===== src/rtl/info_panel_ctrl.sv =====
`default_nettype none
// ============================================================================
// Module      : info_panel_ctrl
// Description : Redraws up to five status items into the framebuffer through
//               a 2-cycle-latency glyph renderer, one arbitrated row at a time.
// Revision    : 1.0 - initial release
// ============================================================================
module info_panel_ctrl #(
    parameter int          FB_STRIDE  = 320,
    parameter int          ORIGIN_X   = 8,
    parameter int          ORIGIN_Y   = 4,
    parameter int          ITEM_PITCH = 28,
    parameter logic [7:0]  TRANSP     = 8'hFF
) (
    input  logic        vga_clk,
    input  logic        reset,
    input  logic        start,
    input  logic [4:0]  item_mask,
    input  logic [4:0]  val_round,
    input  logic [4:0]  val_time,
    input  logic [4:0]  val_buff,
    input  logic [4:0]  val_hp,
    input  logic [4:0]  val_shield,
    output logic [7:0]  x_pos,
    output logic [4:0]  y_pos,
    output logic [2:0]  info_type,
    output logic [4:0]  num,
    input  logic [7:0]  pix_data,
    output logic        fb_req,
    input  logic        fb_gnt,
    output logic        fb_we,
    output logic [16:0] fb_addr,
    output logic [7:0]  fb_data,
    output logic        busy,
    output logic        done
);

    localparam logic [2:0] c_st_idle  = 3'd0;
    localparam logic [2:0] c_st_req   = 3'd1;
    localparam logic [2:0] c_st_row   = 3'd2;
    localparam logic [2:0] c_st_drain = 3'd3;
    localparam logic [2:0] c_st_next  = 3'd4;
    localparam logic [2:0] c_st_done  = 3'd5;

    localparam logic [4:0] c_max_val  = 5'd29;
    localparam logic [4:0] c_last_row = 5'd23;

    logic [2:0]  r_state;
    logic [4:0]  r_mask;
    logic [4:0]  r_val0, r_val1, r_val2, r_val3, r_val4;
    logic [2:0]  r_item;
    logic [4:0]  r_y;
    logic        r_drain;

    // Two-stage write pipeline aligned to the renderer latency
    logic [7:0]  r_x1;
    logic [4:0]  r_y1;
    logic [2:0]  r_item1;
    logic        r_v1;
    logic        r_v2;
    logic [16:0] r_addr2;

    logic [3:0]  w_first;
    logic [3:0]  w_next;
    logic [4:0]  w_cur_val;
    logic [7:0]  w_last_x;
    logic [16:0] w_addr;

    // Lowest enabled item index >= from; bit 3 flags that one exists
    function automatic logic [3:0] f_pick(input logic [4:0] mask, input logic [2:0] from);
        logic [3:0] res;
        res = 4'b0000;
        for (int i = 4; i >= 0; i--) begin
            if (mask[i] && (i >= int'(from)))
                res = {1'b1, 3'(i)};
        end
        return res;
    endfunction

    function automatic logic [4:0] f_clamp(input logic [4:0] v);
        return (v > c_max_val) ? c_max_val : v;
    endfunction

    assign w_first = f_pick(item_mask, 3'd0);
    assign w_next  = f_pick(r_mask, r_item + 3'd1);

    always_comb begin
        w_cur_val = 5'd0;
        w_last_x  = 8'd0;
        case (r_item)
            3'd0:    begin w_cur_val = r_val0; w_last_x = 8'd133; end
            3'd1:    begin w_cur_val = r_val1; w_last_x = 8'd105; end
            3'd2:    begin w_cur_val = r_val2; w_last_x = 8'd105; end
            3'd3:    begin w_cur_val = r_val3; w_last_x = 8'd77;  end
            3'd4:    begin w_cur_val = r_val4; w_last_x = 8'd126; end
            default: begin w_cur_val = 5'd0;   w_last_x = 8'd0;   end
        endcase
    end

    assign w_addr = (17'(ORIGIN_Y) + 17'(r_item1) * 17'(ITEM_PITCH) + 17'(r_y1)) * 17'(FB_STRIDE)
                  + 17'(ORIGIN_X) + 17'(r_x1);

    assign fb_req  = (r_state == c_st_req) || (r_state == c_st_row) || (r_state == c_st_drain);
    assign busy    = (r_state != c_st_idle);
    assign done    = (r_state == c_st_done);
    assign fb_we   = r_v2 && (pix_data != TRANSP);
    assign fb_data = r_v2 ? pix_data : 8'h00;
    assign fb_addr = r_addr2;

    always_ff @(posedge vga_clk) begin
        if (reset) begin
            r_state   <= c_st_idle;
            r_mask    <= 5'd0;
            r_val0    <= 5'd0;
            r_val1    <= 5'd0;
            r_val2    <= 5'd0;
            r_val3    <= 5'd0;
            r_val4    <= 5'd0;
            r_item    <= 3'd0;
            r_y       <= 5'd0;
            r_drain   <= 1'b0;
            x_pos     <= 8'd0;
            y_pos     <= 5'd0;
            info_type <= 3'd0;
            num       <= 5'd0;
            r_x1      <= 8'd0;
            r_y1      <= 5'd0;
            r_item1   <= 3'd0;
            r_v1      <= 1'b0;
            r_v2      <= 1'b0;
            r_addr2   <= 17'd0;
        end else begin
            r_x1    <= x_pos;
            r_y1    <= y_pos;
            r_item1 <= info_type;
            r_v1    <= (r_state == c_st_row);
            r_v2    <= r_v1;
            if (r_v1)
                r_addr2 <= w_addr;

            case (r_state)
                c_st_idle: begin
                    if (start) begin
                        r_mask  <= item_mask;
                        r_val0  <= f_clamp(val_round);
                        r_val1  <= f_clamp(val_time);
                        r_val2  <= f_clamp(val_buff);
                        r_val3  <= f_clamp(val_hp);
                        r_val4  <= f_clamp(val_shield);
                        r_y     <= 5'd0;
                        r_item  <= w_first[2:0];
                        r_state <= w_first[3] ? c_st_req : c_st_done;
                    end
                end
                c_st_req: begin
                    if (fb_gnt) begin
                        x_pos     <= 8'd0;
                        y_pos     <= r_y;
                        info_type <= r_item;
                        num       <= w_cur_val;
                        r_state   <= c_st_row;
                    end
                end
                c_st_row: begin
                    if (x_pos == w_last_x) begin
                        r_drain <= 1'b0;
                        r_state <= c_st_drain;
                    end else begin
                        x_pos <= x_pos + 8'd1;
                    end
                end
                c_st_drain: begin
                    if (r_drain)
                        r_state <= c_st_next;
                    else
                        r_drain <= 1'b1;
                end
                c_st_next: begin
                    if (r_y == c_last_row) begin
                        r_y <= 5'd0;
                        if (w_next[3]) begin
                            r_item  <= w_next[2:0];
                            r_state <= c_st_req;
                        end else begin
                            r_state <= c_st_done;
                        end
                    end else begin
                        r_y     <= r_y + 5'd1;
                        r_state <= c_st_req;
                    end
                end
                c_st_done: r_state <= c_st_idle;
                default:   r_state <= c_st_idle;
            endcase
        end
    end

endmodule
`default_nettype wire

===== config.mk =====
export PLATFORM = sky130hd
export DESIGN_NAME = info_panel_ctrl
export DESIGN_NICKNAME = d
export VERILOG_FILES = /design/src/rtl/info_panel_ctrl.sv
export SDC_FILE = /design/constraint.sdc
export NUM_CORES = 1
export LEC_CHECK = 0
export CORE_MARGIN = 10
export CORE_UTILIZATION = 47
export CTS_BUF_LIST = sky130_fd_sc_hd__clkbuf_8
export DETAILED_ROUTE_END_ITERATION = 16
export PLACE_DENSITY = 0.72
export SLEW_MARGIN = 20
export SYNTH_ARGS = -nofsm -noshare
export SYNTH_HDL_FRONTEND = slang
export SYNTH_SLANG_ARGS = --single-unit

===== constraint.sdc =====
create_clock -name vga_clk -period 7.8 [get_ports vga_clk]
set_input_delay 0.78 -clock vga_clk [delete_from_list [all_inputs] [get_ports vga_clk]]
set_output_delay 0.78 -clock vga_clk [all_outputs]
set_load 0.05 [all_outputs]

After elaboration in Yosys (flattened, before gate mapping). Cells that the tools add are included.

Bits in registers: 98. Input bits: 42. Output and inout port bits: 50. Word-level logic and storage cells: 118.

Add/sub/neg operators: 7. Magnitude comparators: 10. Equality and inequality tests: 19. Reductions and logical operators: 22. Multiplexer cells: 38. Multiply operators: 2.

Operators with widths (count): 4-bit 2-to-1 mux (10); 5-bit 2-to-1 mux (7); 8-bit one-hot mux with 4 select lines (1); 3-bit 2-to-1 mux (10); 5-bit greater-than comparator (second input constant) (5); 5-bit one-hot mux with 5 select lines (1); 8-bit 2-to-1 mux (3); 17-bit by 4-bit adder with 17-bit output (second input constant) (1); 17-bit by 8-bit adder with 17-bit output (1); 8-bit one-hot mux with 2 select lines (1); 3-bit one-hot mux with 5 select lines (1); 3-bit by 2-bit == test with 1-bit output (second input constant) (4); 2-bit inequality test (second input constant) (6); 10-bit by 3-bit multiplier with 11-bit output (second input constant) (1); 9-bit by 5-bit adder with 10-bit output (1); 5-bit one-hot mux with 2 select lines (1); 3-bit by 8-bit adder with 9-bit output (first input constant) (1); 3-bit == test (second input constant) (3); 8-bit by 1-bit adder with 8-bit output (second input constant) (1); 8-bit == test (1); 8-bit inequality test (second input constant) (1); 2-bit AND reduction (4); 4-bit AND reduction (2); 3-bit by 1-bit == test with 1-bit output (second input constant) (2); 18 further kinds (29).

Logic depth before layout (Yosys ltp). Gate-level depths: netlist of run 1.

Depth in word-level cells: 11. Mapped depth: 19. Mapped depth without buffers: 19.

Least setup slack after synthesis of run 1. OpenSTA, ideal clock, no wires.

Kind: flip-flop to flip-flop. Start: reg r_item1[0]. End: reg r_addr2[16], in the netlist fb_addr[16]. Data required time: 7.697 ns. Buffers on the path: 0. Arrival: 4.323 ns. Library setup time: 0.103 ns. Path slack: 3.374 ns. Cell stages (with the launch flop): 19. Clock period less this slack: 4.426 ns. Cells stage by stage: dfxtp_1 inv_1 fa_1 inv_1 ha_1 inv_1 fa_1 inv_1 ha_1 a21oi_1 a211oi_1 ha_1 ha_1 nor2b_1 a221o_1 a211oi_2 nand2b_1 nor3_1 a2111oi_2.

Longest elaborated chain between the ends: 6.

Ends and longest elaborated chain: start, declared (RTL line 58) `logic [2:0] r_item1;`; start signal, assigned (RTL line 135) `r_item1 <= info_type;`; 3-bit by 3-bit multiplier with 6-bit output (RTL line 100) `assign w_addr = (17'(ORIGIN_Y) + 17'(r_item1) * 17'(ITEM_PITCH) + 17'(r_y1)) * 17'(FB_STRIDE)`; 3-bit by 8-bit adder with 9-bit output (RTL line 100); 9-bit by 5-bit adder with 10-bit output (RTL line 100); 10-bit by 3-bit multiplier with 11-bit output (RTL line 100); 17-bit by 4-bit adder with 17-bit output (RTL line 101) `+ 17'(ORIGIN_X) + 17'(r_x1);`; 17-bit by 8-bit adder with 17-bit output (RTL line 101); end signal, assigned (RTL line 139) `r_addr2 <= w_addr;`; end, declared (RTL line 61) `logic [16:0] r_addr2;`.

Every way passes these cells. A chain may end at the register's enable or synchronous reset.

Worst setup path after layout of run 1. Ends and elaborated chain as after synthesis.

==> results.yml, run 1 <==
outcome:
  status: "completed"
cts:
  cts_hold_buf: 0
  cts_root_buf: "clkbuf_8"
  cts_tree: "built"
  clock_latency_ps: 370
  cts.sinks: 98
  cts_buffer_depth: 2
  cts_setup_buffers: 0
  h-tree-depth: 3
  cts_buffers: 9
  cts_resized: 0
  clk_pin_slew_worst_paths_ps: 90
power:
  ir_drop_mv: 0.132
  pwr-share-comb_pct: 21.9
  clockPowerShare_pct: 30.8
  switching_power_mw: 0.360
  p_int_mw: 0.821
  power_frac_seq_pct: 47.3
  leakagePower_nw: 2.55
  power_density_mw_per_mm2: 179
  swShare_pct: 30.5
critical_path:
  cp-end-kind: "flip-flop"
  critical-path-top-delay-family: "adder cells"
  startpoint: "r_item1[0]$_SDFF_PP0_"
  cp_num_buf_inv: 4
  required_ps: 8070
  cpPeakStageDelay_ps: 540
  cp_slowest_cell: "a211oi_1"
  r2r-end: "fb_addr[16]$_SDFFE_PP0P_"
  rr_worst_depth: 18
  arrival_ps: 5090
  worstPathCellList: "inv_1 > fa_1 > inv_1 > ha_1 > inv_1 > fa_1 > inv_1 > ha_1 > a21oi_1 > a211oi_1 > ha_1 > ha_1 > nor2b_1 > a221o_1 > a211oi_2 > nand2b_1 > nor3_1 > a2111oi_2"
  reg2reg_slack_ps: 2980
  r2r-start: "r_item1[0]$_SDFF_PP0_"
  path_class: "flip-flop to flip-flop"
  path_max_fanout: 5
  startpoint_type: "flip-flop"
finish:
  largest_reg_flops: 17
  diodes: 0
  finalNonFillerCells: 851
  fillers: 991
  syn_to_final_growth_pct: 22.8
  drive_above_1_share_pct: 5.63
  multi_input_area_sq_mm: 0.00315
  nets: 790
  layout.area.seq_sq_mm: 0.00196
placement:
  io_buffers: 91
  place_inst: 835
  place.gp.congestion: 0.866
  dp_hpwl_um: 9890
grt:
  first_global_vias: 4547
  grt_usage_pct: 16.0
  overflow: 0
  grt_pass1_wl_um: 22000
  grt-busiest-layer: "met2"
  antenna_found_initial: 0
  grt.met2_usage_pct: 26.2
  grt.met1_usage_pct: 20.0
  use_met3_pct: 4.79
  grt_max_degree: 98
logic_synthesis:
  synth.top_cell.area_share_pct: 36.6
  synth_seq_area_share_pct: 36.6
  netlist_top_cells_area: "dfxtp_1, ha_1, nand2_1"
  ys_types: 70
  synth_area_per_cell_sq_um: 8.52
  syn-cell-area_sq_mm: 0.00536
  ys.flop_type: "dfxtp_1"
  yosys_warnings: 0
  synth_cells: 629
  yosys.area.top_type: "dfxtp_1"
  ys_async_sr_fraction_pct: 0
  synthesis.nets: 713
  synth-edff-count: 0
  ys_ff_latch: 98
route:
  drc_errors: 0
  vias: 4665
  drtIter0Drc: 362
  detail-route-antenna-nets: 0
  vias_per_cell: 5.48
  wl_per_cell_um: 15.3
  first_pass_iters: 7
  routed_wl_um: 13000
sta:
  fin_skew_ps: 14.7
  setup_viol: 0
  maxSlewViolCount: 0
  fmaxAchievable_ghz: 0.207
  slew_headroom_pct: 28.1
  fin_crit_sh_pct: 61.8
  layout_min_cycle_time_ps: 4820
  rsz0062_at_grt: "false"
  hold_viol: 0
  tightest_slew_ps: 1080
  finalSetupTns_ps: 0
die:
  initial_core_util_pct: 48.8
  core_sq_mm: 0.0110
  dieWidth_um: 127
  rows: 38
  die_area_sq_mm: 0.0161
  fp.dieH_um: 127
  io_pins: 92
worst_hold_path:
  hold_path_end: "r_val4[3]$_SDFFE_PP0P_"
  worstHoldPathCells: 2
  holdCritPathClass: "flip-flop to flip-flop"
  min_from: "r_val4[3]$_SDFFE_PP0P_"
flow_run:
  cap_violations: 0
-- power groups by stage --
| stage | Sequential [mW] | Combinational (mW) | Clock (mW) |
|---|---|---|---|
| final | 0.559 | 0.259 | 0.364 |
| after global routing | 0.564 | 0.285 | 0.396 |
| after CTS | 0.559 | 0.260 | 0.374 |
| after detailed placement | 0.570 | 0.259 | 0 |
| after global placement | 0.569 | 0.254 | 0 |
| after floorplan | 0.579 | 0.165 | 0 |
-- placed cells by master (no fill, tap or decap), types with 9 or more instances in the layout --
| cell type | synthesis | layout |
|---|---|---|
| o21ai_0 | 14 | 14 |
| ha_1 | 37 | 37 |
| nand2_1 | 80 | 80 |
| or3_1 | 11 | 11 |
| mux2i_1 | 16 | 16 |
| nand3_1 | 12 | 12 |
| a211oi_1 | 19 | 19 |
| clkdlybuf4s50_1 | 0 | 90 |
| nor3_1 | 10 | 10 |
| nor2b_1 | 24 | 24 |
| nor2_1 | 54 | 54 |
| xnor2_1 | 12 | 12 |
| dfxtp_1 | 98 | 98 |
| a21oi_1 | 44 | 44 |
| and2_1 | 11 | 11 |
| inv_1 | 35 | 36 |
| clkbuf_8 | 0 | 10 |
| a22oi_1 | 9 | 9 |
-- tightest hold or removal path, delay by kind of cell (launching register included) --
| family | cells | cell delay (ps) |
|---|---|---|
| DFF | 1 | 320 |
| and+or+nand+nor | 1 | 50 |
| AOI/OAI and AO/OA | 1 | 50 |
-- cells by family (layout without fill, tap and decap cells) --
| family | Yosys count | after routing | synth area share, % |
|---|---|---|---|
| fa+ha+maj | 42 | 42 | 10.5 |
| compound gates | 146 | 146 | 19.7 |
| buf+inv | 65 | 147 | 4.67 |
| mux | 16 | 16 | 2.99 |
| simple gates | 244 | 244 | 22.6 |
| xor+xnor | 18 | 18 | 2.94 |
| flops | 98 | 98 | 36.6 |
-- worst max path at each step --
stage                                          end  slack, ps  cells after the start
after floorplan           fb_addr[16]$_SDFFE_PP0P_       3370                     18
after CTS                 fb_addr[16]$_SDFFE_PP0P_       2960                     18
after global placement    fb_addr[16]$_SDFFE_PP0P_       3190                     18
final                     fb_addr[16]$_SDFFE_PP0P_       2980                     18
after global routing      fb_addr[16]$_SDFFE_PP0P_       2510                     18
after detailed placement  fb_addr[16]$_SDFFE_PP0P_       2970                     18
-- synthesized netlist by cell type, types with 3 or more instances --
| master | n |
|---|---|
| nand3b_1 | 3 |
| clkbuf_1 | 20 |
| and2_1 | 11 |
| nand4b_1 | 4 |
| a222oi_1 | 5 |
| xor2_1 | 6 |
| mux2i_1 | 16 |
| ha_1 | 37 |
| nor2_1 | 54 |
| xnor2_1 | 12 |
| a31oi_1 | 4 |
| nand3_1 | 12 |
| buf_1 | 4 |
| nand2_1 | 80 |
| a21oi_1 | 44 |
| a41oi_1 | 6 |
| a211oi_2 | 3 |
| nand4_1 | 6 |
| a22oi_1 | 9 |
| buf_2 | 5 |
| nor3_1 | 10 |
| or2_2 | 3 |
| nand2b_1 | 6 |
| o22ai_1 | 4 |
| dfxtp_1 | 98 |
| and3_1 | 3 |
| a211o_1 | 3 |
| a211oi_1 | 19 |
| nor3_2 | 3 |
| or3_1 | 11 |
| nor2b_1 | 24 |
| inv_1 | 35 |
| a22o_1 | 5 |
| nor3b_1 | 3 |
| fa_1 | 5 |
| o21ai_0 | 14 |
| o21a_1 | 4 |
-- metrics by stage --
stage	utilization, %	instance area (sq um)	hold WS (ps)	power, mW	setup slack, ps
floorplan	-	5360	436	0.745	3370
global placement	57.9	6360	443	0.823	3190
detailed placement	57.9	6360	449	0.829	2970
CTS	59.9	6580	462	1.19	2960
global route	59.9	6580	478	1.24	2510
finish	59.9	6580	461	1.18	2980
-- per-layer routing --
metal / routed length [um] / vias up / part of all wire (%)
li1: - / 2378 / -
met1: 5820 / 2135 / 45
met2: 6150 / 140 / 47
met3: 907 / 12 / 7.0
met4: 161 / 0 / 1.2
met5: 0 / - / 0
-- final cells by class --
type | instances | area share [%]
flip-flops and latches | 98 | 29.8
clock buffers | 10 | 2.09
repair buffers | 95 | 14.2
multi-input cells | 466 | 47.8
inverters | 36 | 2.05
clock inverters | 6 | 1.37
well taps | 140 | 2.66
Power figures use the tool's default switching activity.
==> inputs of run 2 (changes only) <==
==> constraint.sdc (replaced) <==
create_clock -name vga_clk -period 4.6 [get_ports vga_clk]
set_input_delay 0.46 -clock vga_clk [delete_from_list [all_inputs] [get_ports vga_clk]]
set_output_delay 0.46 -clock vga_clk [all_outputs]
set_load 0.05 [all_outputs]
==> run 2 against run 1 <==
Clock skew is essentially flat. Non-clock buffer count increased by 8. Worst setup slack lost 2700 ps. Critical path depth grew 1. Clock power is 51% higher. Register-to-register slack lost 2700 ps. Cell count rose by 0.94%. Highest routed layer unchanged.
==> results.yml, run 2 (synthesis gave the netlist of run 1 again) <==
outcome:
  status: "completed"
power:
  pwr-share-comb_pct: 23.2
  ir_drop_mv: 0.203
  power_frac_seq_pct: 48.6
  power_density_mw_per_mm2: 284
  switching_power_mw: 0.624
  swShare_pct: 32.0
  p_int_mw: 1.33
  clockPowerShare_pct: 28.2
  total_power_mw: 1.95
  leakagePower_nw: 2.62
sta:
  setup_ws_ps: 231
  layout_min_cycle_time_ps: 4370
  fmaxAchievable_ghz: 0.229
  finalSetupTns_ps: 0
  slew_headroom_pct: 35.4
  setup_viol: 0
  maxSlewViolCount: 0
  hold_viol: 0
  fin_crit_sh_pct: 95.0
  tightest_slew_ps: 969
  fin_skew_ps: 15.0
finish:
  largest_reg_flops: 17
  nets: 798
  final_common_cell: "dfxtp_1"
  layout_common_cells: "dfxtp_1, clkdlybuf4s50_1, nand2_1, nor2_1, a21oi_1"
  syn_to_final_growth_pct: 27.9
  multi_input_area_sq_mm: 0.00339
  fillers: 977
  layout.area.seq_sq_mm: 0.00197
  diodes: 0
  drive_above_1_share_pct: 11.0
  fin_util_pct: 62.4
placement:
  io_buffers: 91
  place.gp.congestion: 0.858
  dp_slack_ps: 13.8
  dp_hpwl_um: 10200
route:
  wl_met2_um: 6780
  first_pass_iters: 5
  vias: 4860
  wl_met3_um: 864
  drtIter0Drc: 290
  top_layer_used: "met4"
  wl_per_cell_um: 16.2
  m1WireLength_um: 6010
  detail-route-antenna-nets: 0
  drc_errors: 0
  vias_per_cell: 5.66
  routed_wl_um: 13900
grt:
  overflow: 0
  antenna_found_initial: 0
  first_global_vias: 4660
  grt_usage_pct: 16.3
  grt_max_degree: 76
  grt_pass1_wl_um: 22400
critical_path:
  startpoint: "r_item1[0]$_SDFF_PP0_"
  startpoint_type: "flip-flop"
  r2r-start: "r_item1[0]$_SDFF_PP0_"
  arrival_ps: 4650
  path_max_fanout: 4
  path_class: "flip-flop to flip-flop"
  crit_end: "fb_addr[15]$_SDFFE_PP0P_"
  reg2reg_slack_ps: 230
  r2r-end: "fb_addr[15]$_SDFFE_PP0P_"
  required_ps: 4880
  rr_worst_depth: 19
  cp-end-kind: "flip-flop"
die:
  io_pins: 92
  initial_core_util_pct: 48.8
  rows: 38
  dieWidth_um: 127
  die_area_sq_mm: 0.0161
  fp.dieH_um: 127
  core_sq_mm: 0.0110
cts:
  h-tree-depth: 3
  cts_root_buf: "clkbuf_8"
  clk_pin_slew_worst_paths_ps: 90
  cts_tree: "built"
  clock_latency_ps: 370
  cts_buffers: 9
  cts.sinks: 98
  cts_buffer_depth: 2
flow_run:
  cap_violations: 0
worst_hold_path:
  holdCritPathClass: "flip-flop to flip-flop"
-- run 2: cell count changes in the layout (fill, tap and decap cells not counted), sizes merged --
cell      change
buf           +8
bufinv        -1
clkbuf        -1
clkinv        +1
clkinvlp      +1
-- run 2: worst min path at each step --
stage	from	endpoint	slack (ps)	cells past startpoint
5_1_grt	r_val4[3]$_SDFFE_PP0P_	r_val4[3]$_SDFFE_PP0P_	480	2
2_1_floorplan	r_val2[3]$_SDFFE_PP0P_	r_val2[3]$_SDFFE_PP0P_	440	2
3_3_place_gp	r_val4[3]$_SDFFE_PP0P_	r_val4[3]$_SDFFE_PP0P_	440	2
3_5_place_dp	r_val2[4]$_SDFFE_PP0P_	r_val2[4]$_SDFFE_PP0P_	450	2
6_report	r_val2[4]$_SDFFE_PP0P_	r_val2[4]$_SDFFE_PP0P_	460	2
4_1_cts	r_val2[4]$_SDFFE_PP0P_	r_val2[4]$_SDFFE_PP0P_	460	2
-- run 2: layer usage --
metal	global-route usage [%]	vias up
met5	0	-
met4	5.22	0
met3	4.54	26
met2	27.3	149
met1	19.6	2284
li1	-	2401
-- run 2: what timing repair did --
action,in CTS,in global routing
setup buffers,1,6
pin swaps,1,14
endpoints found under the setup margin,2,4
resized for setup,1,37
hold buffers,0,0
endpoints found under the hold margin,0,0
-- run 2: per-stage QoR --
step	instance area (sq um)	cells	hold WS (ps)
2_1_floorplan	5360	629	436
3_3_place_gp	6360	836	442
3_5_place_dp	6360	836	447
4_1_cts	6570	853	461
5_1_grt	6860	859	484
6_report	6860	859	461
-- run 2: critical path, stage by stage, from the launching register on --
cell and delay [ps]:
dfxtp_2 340, inv_1 80, fa_1 490, inv_2 90, ha_4 130, inv_1 40, fa_1 470, inv_1 60
ha_4 280, nor2b_1 130, o21ai_1 80, xnor2_1 250, ha_2 330, ha_4 270, o21a_4 240, a221oi_4 370
buf_4 170, nand4_1 100, xnor2_1 140, a211oi_1 200
-- run 2: layout make-up --
type / instances / share of cell area (%)
tap: 140 / 2.55
sequential: 98 / 28.7
timing repair buffer: 103 / 14.5
multi-input combinational: 466 / 49.5
clock buffer: 9 / 1.81
inverter: 36 / 1.97
clock inverter: 7 / 1.00
-- run 2: power by group through the flow --
stage / logic [mW] / clock network (mW) / registers [mW]
4_1_cts: 0.443 / 0.561 / 0.947
6_report: 0.452 / 0.550 / 0.948
5_1_grt: 0.496 / 0.589 / 0.956
3_3_place_gp: 0.431 / 0 / 0.964
2_1_floorplan: 0.280 / 0 / 0.982
3_5_place_dp: 0.441 / 0 / 0.966
